## src/rtl/stack_port_requester_if.sv

```systemverilog
// ----------------------------------------------------------------------------
// stack_port_requester_if : producer, stack-port and response signal bundle
// Rev 1.0
// ----------------------------------------------------------------------------
`default_nettype none

interface stack_port_requester_if;
    logic       req_valid;
    logic       req_ready;
    logic [7:0] req_data;
    logic [1:0] req_cmd;

    logic       stk_in_valid;
    logic       stk_in_ready;
    logic [7:0] stk_in_data;
    logic [1:0] stk_in_cmd;

    logic       stk_out_valid;
    logic       stk_out_ready;
    logic [7:0] stk_out_data;
    logic [1:0] stk_out_cmd;

    logic       rsp_valid;
    logic       rsp_ready;
    logic [7:0] rsp_data;
    logic [1:0] rsp_cmd;
    logic       rsp_err;

    logic       busy;
    logic [7:0] err_cnt;

    modport master (
        input  req_valid, req_data, req_cmd,
        output req_ready,
        output stk_in_valid, stk_in_data, stk_in_cmd,
        input  stk_in_ready,
        input  stk_out_valid, stk_out_data, stk_out_cmd,
        output stk_out_ready,
        output rsp_valid, rsp_data, rsp_cmd, rsp_err,
        input  rsp_ready,
        output busy, err_cnt
    );

    modport slave (
        output req_valid, req_data, req_cmd,
        input  req_ready,
        input  stk_in_valid, stk_in_data, stk_in_cmd,
        output stk_in_ready,
        output stk_out_valid, stk_out_data, stk_out_cmd,
        input  stk_out_ready,
        input  rsp_valid, rsp_data, rsp_cmd, rsp_err,
        output rsp_ready,
        input  busy, err_cnt
    );
endinterface

`default_nettype wire

```

## src/rtl/stack_port_requester.sv

```systemverilog
// ----------------------------------------------------------------------------
// stack_port_requester : FIFO-buffered, one-at-a-time client for a stack port
// Rev 1.0
// ----------------------------------------------------------------------------
`default_nettype none

module stack_port_requester #(
    parameter int DEPTH   = 4,
    parameter int TIMEOUT = 16
) (
    input  wire logic              clk,
    input  wire logic              rst,
    stack_port_requester_if.master bus
);

    localparam int c_AW = $clog2(DEPTH);
    localparam int c_CW = c_AW + 1;
    localparam int c_TW = (TIMEOUT < 2) ? 1 : $clog2(TIMEOUT + 1);
    localparam logic [c_TW-1:0] c_TMAX = c_TW'((TIMEOUT > 0) ? TIMEOUT - 1 : 0);

    typedef enum logic [1:0] {
        S_IDLE     = 2'd0,
        S_ISSUE    = 2'd1,
        S_WAIT_RSP = 2'd2,
        S_DELIVER  = 2'd3
    } state_t;

    state_t          r_state;
    state_t          w_state_nxt;
    logic [9:0]      r_mem [DEPTH];
    logic [c_AW-1:0] r_wr_ptr;
    logic [c_AW-1:0] r_rd_ptr;
    logic [c_CW-1:0] r_count;
    logic [c_TW-1:0] r_timer;
    logic            r_cur_pop;
    logic            r_rsp_valid;
    logic [7:0]      r_rsp_data;
    logic [1:0]      r_rsp_cmd;
    logic            r_rsp_err;
    logic [7:0]      r_err_cnt;

    logic            w_req_ready;
    logic            w_push;
    logic            w_pop;
    logic [1:0]      w_head_cmd;
    logic [7:0]      w_head_data;
    logic            w_stk_in_valid;
    logic            w_hs;
    logic            w_timeout;
    logic            w_rsp_bad;
    logic            w_load;
    logic            w_accept;
    logic [7:0]      w_rsp_data_nxt;
    logic [1:0]      w_rsp_cmd_nxt;
    logic            w_rsp_err_nxt;

    assign w_req_ready    = (r_count != c_CW'(DEPTH));
    assign w_push         = bus.req_valid && w_req_ready;
    assign w_head_cmd     = r_mem[r_rd_ptr][9:8];
    assign w_head_data    = r_mem[r_rd_ptr][7:0];
    // Illegal head commands never reach the stack.
    assign w_stk_in_valid = (r_state == S_ISSUE) && !w_head_cmd[1];
    assign w_hs           = w_stk_in_valid && bus.stk_in_ready;
    assign w_timeout      = (TIMEOUT != 0) && (r_timer == c_TMAX);
    assign w_rsp_bad      = (bus.stk_out_cmd != {1'b1, r_cur_pop});

    always_comb begin
        w_state_nxt    = r_state;
        w_pop          = 1'b0;
        w_load         = 1'b0;
        w_accept       = 1'b0;
        w_rsp_data_nxt = 8'h00;
        w_rsp_cmd_nxt  = 2'b00;
        w_rsp_err_nxt  = 1'b0;
        unique case (r_state)
            S_IDLE: begin
                if (r_count != '0) w_state_nxt = S_ISSUE;
            end
            S_ISSUE: begin
                if (w_head_cmd[1] || (!w_hs && w_timeout)) begin
                    w_pop         = 1'b1;
                    w_load        = 1'b1;
                    w_rsp_cmd_nxt = w_head_cmd;
                    w_rsp_err_nxt = 1'b1;
                    w_state_nxt   = S_DELIVER;
                end else if (w_hs) begin
                    w_pop       = 1'b1;
                    w_state_nxt = S_WAIT_RSP;
                end
            end
            S_WAIT_RSP: begin
                if (bus.stk_out_valid) begin
                    w_load         = 1'b1;
                    w_rsp_err_nxt  = w_rsp_bad;
                    w_rsp_cmd_nxt  = w_rsp_bad ? {1'b0, r_cur_pop} : bus.stk_out_cmd;
                    w_rsp_data_nxt = (!w_rsp_bad && r_cur_pop) ? bus.stk_out_data : 8'h00;
                    w_state_nxt    = S_DELIVER;
                end
            end
            S_DELIVER: begin
                if (bus.rsp_ready) begin
                    w_accept    = 1'b1;
                    w_state_nxt = S_IDLE;
                end
            end
            default: w_state_nxt = S_IDLE;
        endcase
    end

    always_ff @(posedge clk or posedge rst) begin
        if (rst) begin
            r_state <= S_IDLE;
            r_timer <= '0;
        end else begin
            r_state <= w_state_nxt;
            // Counts consecutive ISSUE cycles spent without a handshake.
            r_timer <= ((r_state == S_ISSUE) && (w_state_nxt == S_ISSUE)) ? r_timer + 1'b1 : '0;
        end
    end

    always_ff @(posedge clk) begin
        if (w_push) r_mem[r_wr_ptr] <= {bus.req_cmd, bus.req_data};
    end

    always_ff @(posedge clk or posedge rst) begin
        if (rst) begin
            r_wr_ptr  <= '0;
            r_rd_ptr  <= '0;
            r_count   <= '0;
            r_cur_pop <= 1'b0;
        end else begin
            if (w_push) r_wr_ptr <= r_wr_ptr + 1'b1;
            if (w_pop)  r_rd_ptr <= r_rd_ptr + 1'b1;
            if (w_hs)   r_cur_pop <= w_head_cmd[0];
            unique case ({w_push, w_pop})
                2'b10:   r_count <= r_count + 1'b1;
                2'b01:   r_count <= r_count - 1'b1;
                default: r_count <= r_count;
            endcase
        end
    end

    always_ff @(posedge clk or posedge rst) begin
        if (rst) begin
            r_rsp_valid <= 1'b0;
            r_rsp_data  <= 8'h00;
            r_rsp_cmd   <= 2'b00;
            r_rsp_err   <= 1'b0;
            r_err_cnt   <= 8'h00;
        end else begin
            if (w_load) begin
                r_rsp_valid <= 1'b1;
                r_rsp_data  <= w_rsp_data_nxt;
                r_rsp_cmd   <= w_rsp_cmd_nxt;
                r_rsp_err   <= w_rsp_err_nxt;
            end else if (w_accept) begin
                r_rsp_valid <= 1'b0;
            end
            if (w_accept && r_rsp_err && (r_err_cnt != 8'hFF)) r_err_cnt <= r_err_cnt + 1'b1;
        end
    end

    assign bus.req_ready     = w_req_ready;
    assign bus.stk_in_valid  = w_stk_in_valid;
    assign bus.stk_in_data   = w_head_data;
    assign bus.stk_in_cmd    = w_head_cmd;
    assign bus.stk_out_ready = (r_state == S_WAIT_RSP);
    assign bus.rsp_valid     = r_rsp_valid;
    assign bus.rsp_data      = r_rsp_data;
    assign bus.rsp_cmd       = r_rsp_cmd;
    assign bus.rsp_err       = r_rsp_err;
    assign bus.busy          = (r_state != S_IDLE);
    assign bus.err_cnt       = r_err_cnt;

endmodule

`default_nettype wire
```

## src/flat_wrapper.sv

```systemverilog
// flat-port wrapper written by rule: the top's interface ports become plain ports
module stack_port_requester_flat 
#(
    parameter int DEPTH   = 4,
    parameter int TIMEOUT = 16
)
  (clk, rst, bus_req_valid, bus_req_data, bus_req_cmd, bus_req_ready, bus_stk_in_valid, bus_stk_in_data, bus_stk_in_cmd, bus_stk_in_ready, bus_stk_out_valid, bus_stk_out_data, bus_stk_out_cmd, bus_stk_out_ready, bus_rsp_valid, bus_rsp_data, bus_rsp_cmd, bus_rsp_err, bus_rsp_ready, bus_busy, bus_err_cnt);
  stack_port_requester_if bus_i ();
  input  wire logic clk;
  input  wire logic rst;
  input wire logic [$bits(bus_i.req_valid)-1:0] bus_req_valid;
  input wire logic [$bits(bus_i.req_data)-1:0] bus_req_data;
  input wire logic [$bits(bus_i.req_cmd)-1:0] bus_req_cmd;
  output wire logic [$bits(bus_i.req_ready)-1:0] bus_req_ready;
  output wire logic [$bits(bus_i.stk_in_valid)-1:0] bus_stk_in_valid;
  output wire logic [$bits(bus_i.stk_in_data)-1:0] bus_stk_in_data;
  output wire logic [$bits(bus_i.stk_in_cmd)-1:0] bus_stk_in_cmd;
  input wire logic [$bits(bus_i.stk_in_ready)-1:0] bus_stk_in_ready;
  input wire logic [$bits(bus_i.stk_out_valid)-1:0] bus_stk_out_valid;
  input wire logic [$bits(bus_i.stk_out_data)-1:0] bus_stk_out_data;
  input wire logic [$bits(bus_i.stk_out_cmd)-1:0] bus_stk_out_cmd;
  output wire logic [$bits(bus_i.stk_out_ready)-1:0] bus_stk_out_ready;
  output wire logic [$bits(bus_i.rsp_valid)-1:0] bus_rsp_valid;
  output wire logic [$bits(bus_i.rsp_data)-1:0] bus_rsp_data;
  output wire logic [$bits(bus_i.rsp_cmd)-1:0] bus_rsp_cmd;
  output wire logic [$bits(bus_i.rsp_err)-1:0] bus_rsp_err;
  input wire logic [$bits(bus_i.rsp_ready)-1:0] bus_rsp_ready;
  output wire logic [$bits(bus_i.busy)-1:0] bus_busy;
  output wire logic [$bits(bus_i.err_cnt)-1:0] bus_err_cnt;
  assign bus_i.req_valid = bus_req_valid;
  assign bus_i.req_data = bus_req_data;
  assign bus_i.req_cmd = bus_req_cmd;
  assign bus_req_ready = bus_i.req_ready;
  assign bus_stk_in_valid = bus_i.stk_in_valid;
  assign bus_stk_in_data = bus_i.stk_in_data;
  assign bus_stk_in_cmd = bus_i.stk_in_cmd;
  assign bus_i.stk_in_ready = bus_stk_in_ready;
  assign bus_i.stk_out_valid = bus_stk_out_valid;
  assign bus_i.stk_out_data = bus_stk_out_data;
  assign bus_i.stk_out_cmd = bus_stk_out_cmd;
  assign bus_stk_out_ready = bus_i.stk_out_ready;
  assign bus_rsp_valid = bus_i.rsp_valid;
  assign bus_rsp_data = bus_i.rsp_data;
  assign bus_rsp_cmd = bus_i.rsp_cmd;
  assign bus_rsp_err = bus_i.rsp_err;
  assign bus_i.rsp_ready = bus_rsp_ready;
  assign bus_busy = bus_i.busy;
  assign bus_err_cnt = bus_i.err_cnt;
  stack_port_requester #(.DEPTH(DEPTH), .TIMEOUT(TIMEOUT)) u_core (.clk(clk), .rst(rst), .bus(bus_i));
endmodule
```

## config.mk

```make
export PLATFORM = sky130hd
export DESIGN_NAME = stack_port_requester_flat
export DESIGN_NICKNAME = d
export VERILOG_FILES = /design/src/rtl/stack_port_requester_if.sv /design/src/rtl/stack_port_requester.sv /design/src/flat_wrapper.sv
export SDC_FILE = /design/constraint.sdc
export NUM_CORES = 1
export LEC_CHECK = 0
export ABC_AREA = 0
export CORE_UTILIZATION = 25
export CTS_CLUSTER_SIZE = 14
export DETAILED_ROUTE_END_ITERATION = 10
export SETUP_SLACK_MARGIN = 0.05
export SLEW_MARGIN = 20
export SYNTH_ARGS = -nofsm -noshare
export SYNTH_HDL_FRONTEND = slang
export SYNTH_SLANG_ARGS = --single-unit
export TNS_END_PERCENT = 50
```

## constraint.sdc

```tcl
create_clock -name clk -period 3 [get_ports clk]
set_input_delay 0.45 -clock clk [delete_from_list [all_inputs] [get_ports clk]]
set_output_delay 0.45 -clock clk [all_outputs]
set_load 0.005 [all_outputs]
```

==> out/metrics.cfg, run 1 <==
[status]
status = finished, final reports clean

[layout]
multi_input_comb_area_mm2 = 0.00111
syn_to_final_growth_pct = 33.2
final_area_mm2 = 0.00436
diodes = 0
nFillCells = 1224
drive_gt1_share_pct = 13.2
final-seq-area_mm2 = 0.00208
layout.nets = 337

[synthesis]
synth_area_leaders = edfxtp_1 (37%), dfrtp_1 (27%), mux4_2 (6.9%), ha_1 (5.0%), nand2_1 (3.4%)
syn-num-nets = 268
yosysTopAreaCellShare_pct = 36.7
syn_area_per_cell_um2 = 14.3
synth_edf_count = 40
synth-seq-cells = 75
synth_ff_type = edfxtp_1
synth_area_mm2 = 0.00327
synth_cell_types = 37
syn_inst = 228
async_reset_ff_share_pct = 46.7
yosysTopAreaCell = edfxtp_1
yosys_warnings = 0
yosysSeqAreaShare_pct = 63.5

[sta]
slew_headroom_pct = 49.9
fin_ws_ns = 0.477
fin_crit_ns = 2.52
post-route-period-util_pct = 84.1
worst_pin_slew_ns = 0.750
fmax_mhz = 396
finalHoldWorstSlack_ns = 0.467
finalHoldViolations = 0
clock_skew_ns = 0.00725
setup_viol = 0
fin_tns_setup_ns = 0
slew_violations = 0
rsz0062_at_grt = no

[global_route]
grt_pass1_wl_mm = 9.86
grt_pass1_vias = 1933
grt_max_degree = 36
antenna_found_initial = 0
grtUsageTotal_pct = 10.0
overflow = 0

[worst_hold_path]
holdCritStartpoint = u_core.r_timer[0]
hold_path_class = reg2reg
hold_path_depth = 1
min_to = u_core.r_timer[0]

[power_and_ir_drop]
ir_worst_vdd_v = 0.000386
intPower_mw = 2.71
power_frac_seq_pct = 37.6
p_per_area_mw_per_mm2 = 915
power.switching_mw = 1.28
p_clk_share_pct = 25.8
leakagePower_nw = 1.66
combPwrFrac_pct = 36.6
swShare_pct = 32.1

[cts]
clk_pin_slew_ns = 0.06
cts.hold.buffers_added = 0
cts_setup_buffers = 0
cts_htree_levels = 3
root_buffer = clkbuf_16
cts.path.max_buffers = 2
cts.sinks = 75
numCtsBuffers = 9
cts_tree = built
ctsResizeCount = 0
clk_latency_ns = 0.34

[detailed_routing]
antenna_left = 0
drtPass1Iterations = 4
wl_per_cell_um = 13.1
drc = 0
drt-total-wl_mm = 6.22
num_vias = 1953
viasPerCell = 4.12
dr.first_iter.drc_count = 122

[critical_path]
cp-end-kind = primary output
reg2reg_to = u_core.r_count[2]
crit_path_max_incr_delay_ns = 0.63
critical_path_class = reg2out
worstPathCellList = mux4_2, nor2b_1, clkdlybuf4s50_1
crit_required_ns = 2.55
ff2ff_path_depth = 11
worstSetupStartpointType = flop
crit_fanout = 8
cp_data_arrival_time_ns = 2.07
reg2reg_slack_ns = 0.54
r2r-start = u_core.r_timer[0]
cp_slowest_cell = mux4_2

[place]
place_area_mm2 = 0.00407
post-place-ws_ns = 0.547
routabilityCongestion = 0.731
hpwlAfterDp_mm = 4.46
io_buffers = 59

[floorplan]
design.die.area_mm2 = 0.0135
start_util_pct = 25.8
core_area_mm2 = 0.0127
ioPinCount = 60
num_rows = 41
dieWidth_um = 116
die_height_um = 116

[run]
max_cap_viol_count = 0

-- worst max-delay path: cells and delay by family, from the launching register on --
family / cells / cell delay, ns
buf+inv: 1 / 0.53
flops: 1 / 0.36
mux: 1 / 0.63
simple gates: 1 / 0.21
-- power by group through the flow --
stage	sequential, mW	combinational [mW]	clock [mW]
floorplan	1.49	0.902	0
global placement	1.51	1.47	0
detailed placement	1.52	1.49	0
CTS	1.50	1.50	1.06
global route	1.53	1.63	1.10
finish	1.50	1.46	1.03
-- cells in the final DEF (no fill, tap or decap), types with 3 or more instances in the layout --
cell type        instances
nand3_1                  7
ha_1                    13
mux4_2                  10
nor2b_1                  3
nor2_1                   7
mux2_2                   3
clkdlybuf4s50_1         59
buf_4                    3
clkbuf_16                9
xnor2_1                 10
edfxtp_1                40
dfrtp_1                 35
or2_2                    3
o21a_1                   4
o21ai_0                  8
o21ai_1                  4
inv_6                    3
xor2_1                   5
nand2_1                 30
and3_1                   8
inv_1                   14
and2_1                   3
-- cells by family (layout without fill, tap and decap cells) --
kind of cell / after synthesis / after routing / share of synthesized area, %
xor+xnor: 15 / 15 / 4.02
mux: 14 / 14 / 8.23
fa+ha+maj: 14 / 14 / 5.59
compound gates: 28 / 28 / 6.89
flops: 75 / 75 / 63.5
buf+inv: 18 / 92 / 2.56
simple gates: 64 / 64 / 9.19
-- per-layer routing --
metal  share of wire (%)  global-route usage, %
met1                  45                   12.5
met2                  47                   15.1
met3                 6.2                   3.63
met4                 2.1                   5.38
met5                   0                      0
-- area by class of cell --
| type | count | area share [%] |
|---|---|---|
| Inverter | 14 | 1.21 |
| Sequential cell | 75 | 47.7 |
| Clock buffer | 9 | 5.17 |
| Clock inverter | 7 | 1.47 |
| Tap cell | 172 | 4.94 |
| Multi-Input combinational cell | 135 | 25.5 |
| Timing Repair Buffer | 62 | 14.1 |
-- worst max path at each step --
stage	slack, ns	to	from
after floorplan	0.67	u_core.r_count[2]	u_core.r_timer[0]
after global placement	0.58	u_core.r_count[2]	u_core.r_timer[0]
after detailed placement	0.55	u_core.r_count[2]	u_core.r_timer[0]
after CTS	0.43	bus_stk_in_valid	u_core.r_rd_ptr[0]
after global routing	0.37	u_core.r_count[2]	u_core.r_timer[0]
final	0.48	bus_stk_in_valid	u_core.r_rd_ptr[0]
-- through the flow --
stage          power, mW  util [%]  cells
6_report            3.99      34.4    474
5_1_grt             4.26      34.4    474
4_1_cts             4.06      34.4    474
3_5_place_dp        3.01      32.1    458
3_3_place_gp        2.98      32.1    458
2_1_floorplan       2.39         -    228
-- cells in the mapped netlist (all sizes together) (2+ instances only) --
cell type / count
xnor2: 10
buf: 3
and2: 3
edfxtp: 40
nand2: 30
and3: 8
dfrtp: 35
mux4: 10
nand3: 7
or2: 3
nor2: 7
inv: 14
ha: 13
o21a: 4
mux2: 3
o21ai: 12
xor2: 5
nor2b: 3
a21oi: 2
-- state kept, by name, indices dropped and copies added (netlist names), 3 cells and up --
signal               flops
u_core.r_timer           5
u_core.r_count           3
u_core.bus.rsp_data      8
u_core.bus.err_cnt       8
u_core.r_mem            40
Note: power is estimated with default switching activity, not from simulation.
==> inputs of run 2 (changes only) <==
- clock period: 3 -> 2.6 ns (I/O delays scaled with it)
==> run 2 against run 1 <==
Against the previous run: first-iteration DRC count shrank 64%; hold slack is essentially flat; critical endpoint unchanged; clock power up 18%; via count rose by 0.56%; utilization grew 0.27 points; final area rose by 0.78%; clock-buffer cell count rose by 1; non-clock buffer count grew 2; die area did not move; cell count rose by 0.42%; clock skew is 0.00064 ns lower; critical path type unchanged.
==> out/metrics.cfg, run 2 (same netlist as run 1, synthesis figures left out) <==
[status]
status = finished, final reports clean

[cts]
cts_tree = built
ctsResizeCount = 0  ; unchanged
cts.sinks = 75  ; unchanged
root_buffer = clkbuf_16
clk_pin_slew_ns = 0.06  ; about the same
clk_latency_ns = 0.33  ; about the same
numCtsBuffers = 9  ; unchanged
cts.path.max_buffers = 2  ; unchanged
cts.hold.buffers_added = 0  ; unchanged
cts_setup_buffers = 0  ; unchanged
cts_htree_levels = 3  ; unchanged

[place]
place_area_mm2 = 0.00408  ; +0.37%
post-place-ws_ns = 0.120  ; -0.426 ns
routabilityCongestion = 0.723  ; -1.2%
place_inst = 460  ; +0.44%
hpwlAfterDp_mm = 4.53  ; +1.7%
io_buffers = 59  ; unchanged

[critical_path]
critical_path_class = reg2out
crit_path_max_incr_delay_ns = 0.64  ; about the same
crit_path_start = u_core.r_rd_ptr[0]
crit_required_ns = 2.21  ; -0.34 ns
cp_data_arrival_time_ns = 2.07  ; about the same
cp-end-kind = primary output
worstPathCellList = mux4_2, nor2b_1, clkdlybuf4s50_1
r2r-start = u_core.r_timer[0]
crit_fanout = 8  ; unchanged
reg2reg_slack_ns = 0.17  ; -0.37 ns
cp_slowest_cell = mux4_2
worstSetupStartpointType = flop

[sta]
fmax_mhz = 406
setup_viol = 0  ; unchanged
worst_pin_slew_ns = 0.565  ; -0.184 ns
clock_skew_ns = 0.00661  ; -0.000641 ns
slew_headroom_pct = 62.3  ; +12 points
rsz0062_at_grt = no
finalHoldWorstSlack_ns = 0.467  ; +0.000499 ns
fin_ws_ns = 0.136  ; -0.342 ns
finalHoldViolations = 0  ; unchanged
post-route-period-util_pct = 94.8
slew_violations = 0  ; unchanged
fin_tns_setup_ns = 0  ; unchanged
fin_crit_ns = 2.46

[layout]
nFillCells = 1255  ; +2.5%
largest_reg_flops = 40  ; unchanged
final_common_cell = clkdlybuf4s50_1
regMostFlops = u_core.r_mem
final_area_mm2 = 0.00439  ; +0.78%
final_cells = 476  ; +0.42%
layout.nets = 339  ; +0.59%
diodes = 0  ; unchanged
syn_to_final_growth_pct = 34.3
post-route-util_pct = 34.6  ; +0.27 points
mostFrequentLayoutCells = clkdlybuf4s50_1 (59), edfxtp_1 (40), dfrtp_1 (35)
drive_gt1_share_pct = 14.5  ; +1.2 points

[detailed_routing]
drtPass1Iterations = 4  ; unchanged
drt-total-wl_mm = 6.42  ; +3.2%
num_vias = 1964  ; +0.56%
viasPerCell = 4.13  ; +0.14%
drc = 0  ; unchanged
antenna_left = 0  ; unchanged
dr.first_iter.drc_count = 44  ; -64%
wl_per_cell_um = 13.5  ; +2.8%

[global_route]
grt_max_degree = 36  ; unchanged
overflow = 0  ; unchanged
grt_pass1_wl_mm = 10.2  ; +3.0%
grtUsageTotal_pct = 10.2  ; +0.23 points
antenna_found_initial = 0  ; unchanged
grt_pass1_vias = 2069  ; +7.0%

[worst_hold_path]
hold_path_class = in2async

[power_and_ir_drop]
leakagePower_nw = 1.67  ; +0.66%
combPwrFrac_pct = 37.1  ; +0.5 points
power.switching_mw = 1.45  ; +13%
p_per_area_mw_per_mm2 = 1070  ; +17%
intPower_mw = 3.23  ; +20%
power_mw = 4.69  ; +18%
power_frac_seq_pct = 36.9  ; -0.7 points
ir_worst_vdd_v = 0.000386  ; -0.14%
swShare_pct = 31.0  ; -1.1 points
p_clk_share_pct = 26.0  ; +0.2 points

[floorplan]
num_rows = 41  ; unchanged
die_height_um = 116  ; unchanged
ioPinCount = 60  ; unchanged
design.die.area_mm2 = 0.0135  ; unchanged
dieWidth_um = 116  ; unchanged
core_area_mm2 = 0.0127  ; unchanged
start_util_pct = 25.8  ; unchanged

[run]
max_cap_viol_count = 0  ; unchanged

-- run 2: routing by layer --
| layer | global-route usage [%] | share of wire (%) | vias up |
|---|---|---|---|
| met3 | 3.74 | 5.8 | 9 |
| met2 | 17.0 | 48 | 36 |
| li1 | - | - | 963 |
| met1 | 11.6 | 44 | 956 |
| met5 | 0 | 0 | - |
| met4 | 5.21 | 1.9 | 0 |
-- run 2: worst paths after layout --
check                                         end  depth (start not counted)
setup / recovery                 bus_stk_in_valid                          3
hold / removal             u_core.bus.rsp_data[1]                          3
setup reg to reg                u_core.r_count[2]                         11
hold reg to reg                 u_core.r_timer[0]                          1
max in group asynchronous   u_core.bus.err_cnt[5]                          3
min in group clk                u_core.r_timer[0]                          1
-- run 2: power by group through the flow --
stage          clock network [mW]  logic, mW  registers (mW)
3_5_place_dp                    0       1.75            1.76
4_1_cts                      1.26       1.76            1.73
6_report                     1.22       1.74            1.73
2_1_floorplan                   0       1.04            1.72
5_1_grt                      1.30       1.93            1.78
3_3_place_gp                    0       1.72            1.74
-- run 2: layout make-up --
cell class | count | area [um2] | area share [%]
Sequential cell | 75 | 2080 | 47.3
Multi-Input combinational cell | 135 | 1120 | 25.6
Timing Repair Buffer | 64 | 628 | 14.3
Clock buffer | 10 | 229 | 5.22
Tap cell | 172 | 215 | 4.90
Clock inverter | 6 | 63.8 | 1.45
Inverter | 14 | 52.6 | 1.20
-- run 2: critical path, delay by kind of cell, from the launching register on --
family                 cells  cell delay (ns)
flip-flops                 1             0.37
AND/OR/NAND/NOR            1             0.20
buffers and inverters      1             0.54
multiplexers               1             0.64
==> inputs of run 3 (changes only) <==
- CTS_CLUSTER_DIAMETER: not set -> 200
==> results of run 3 <==
The final DEF is identical to that of run 2; final timing and power are the same.
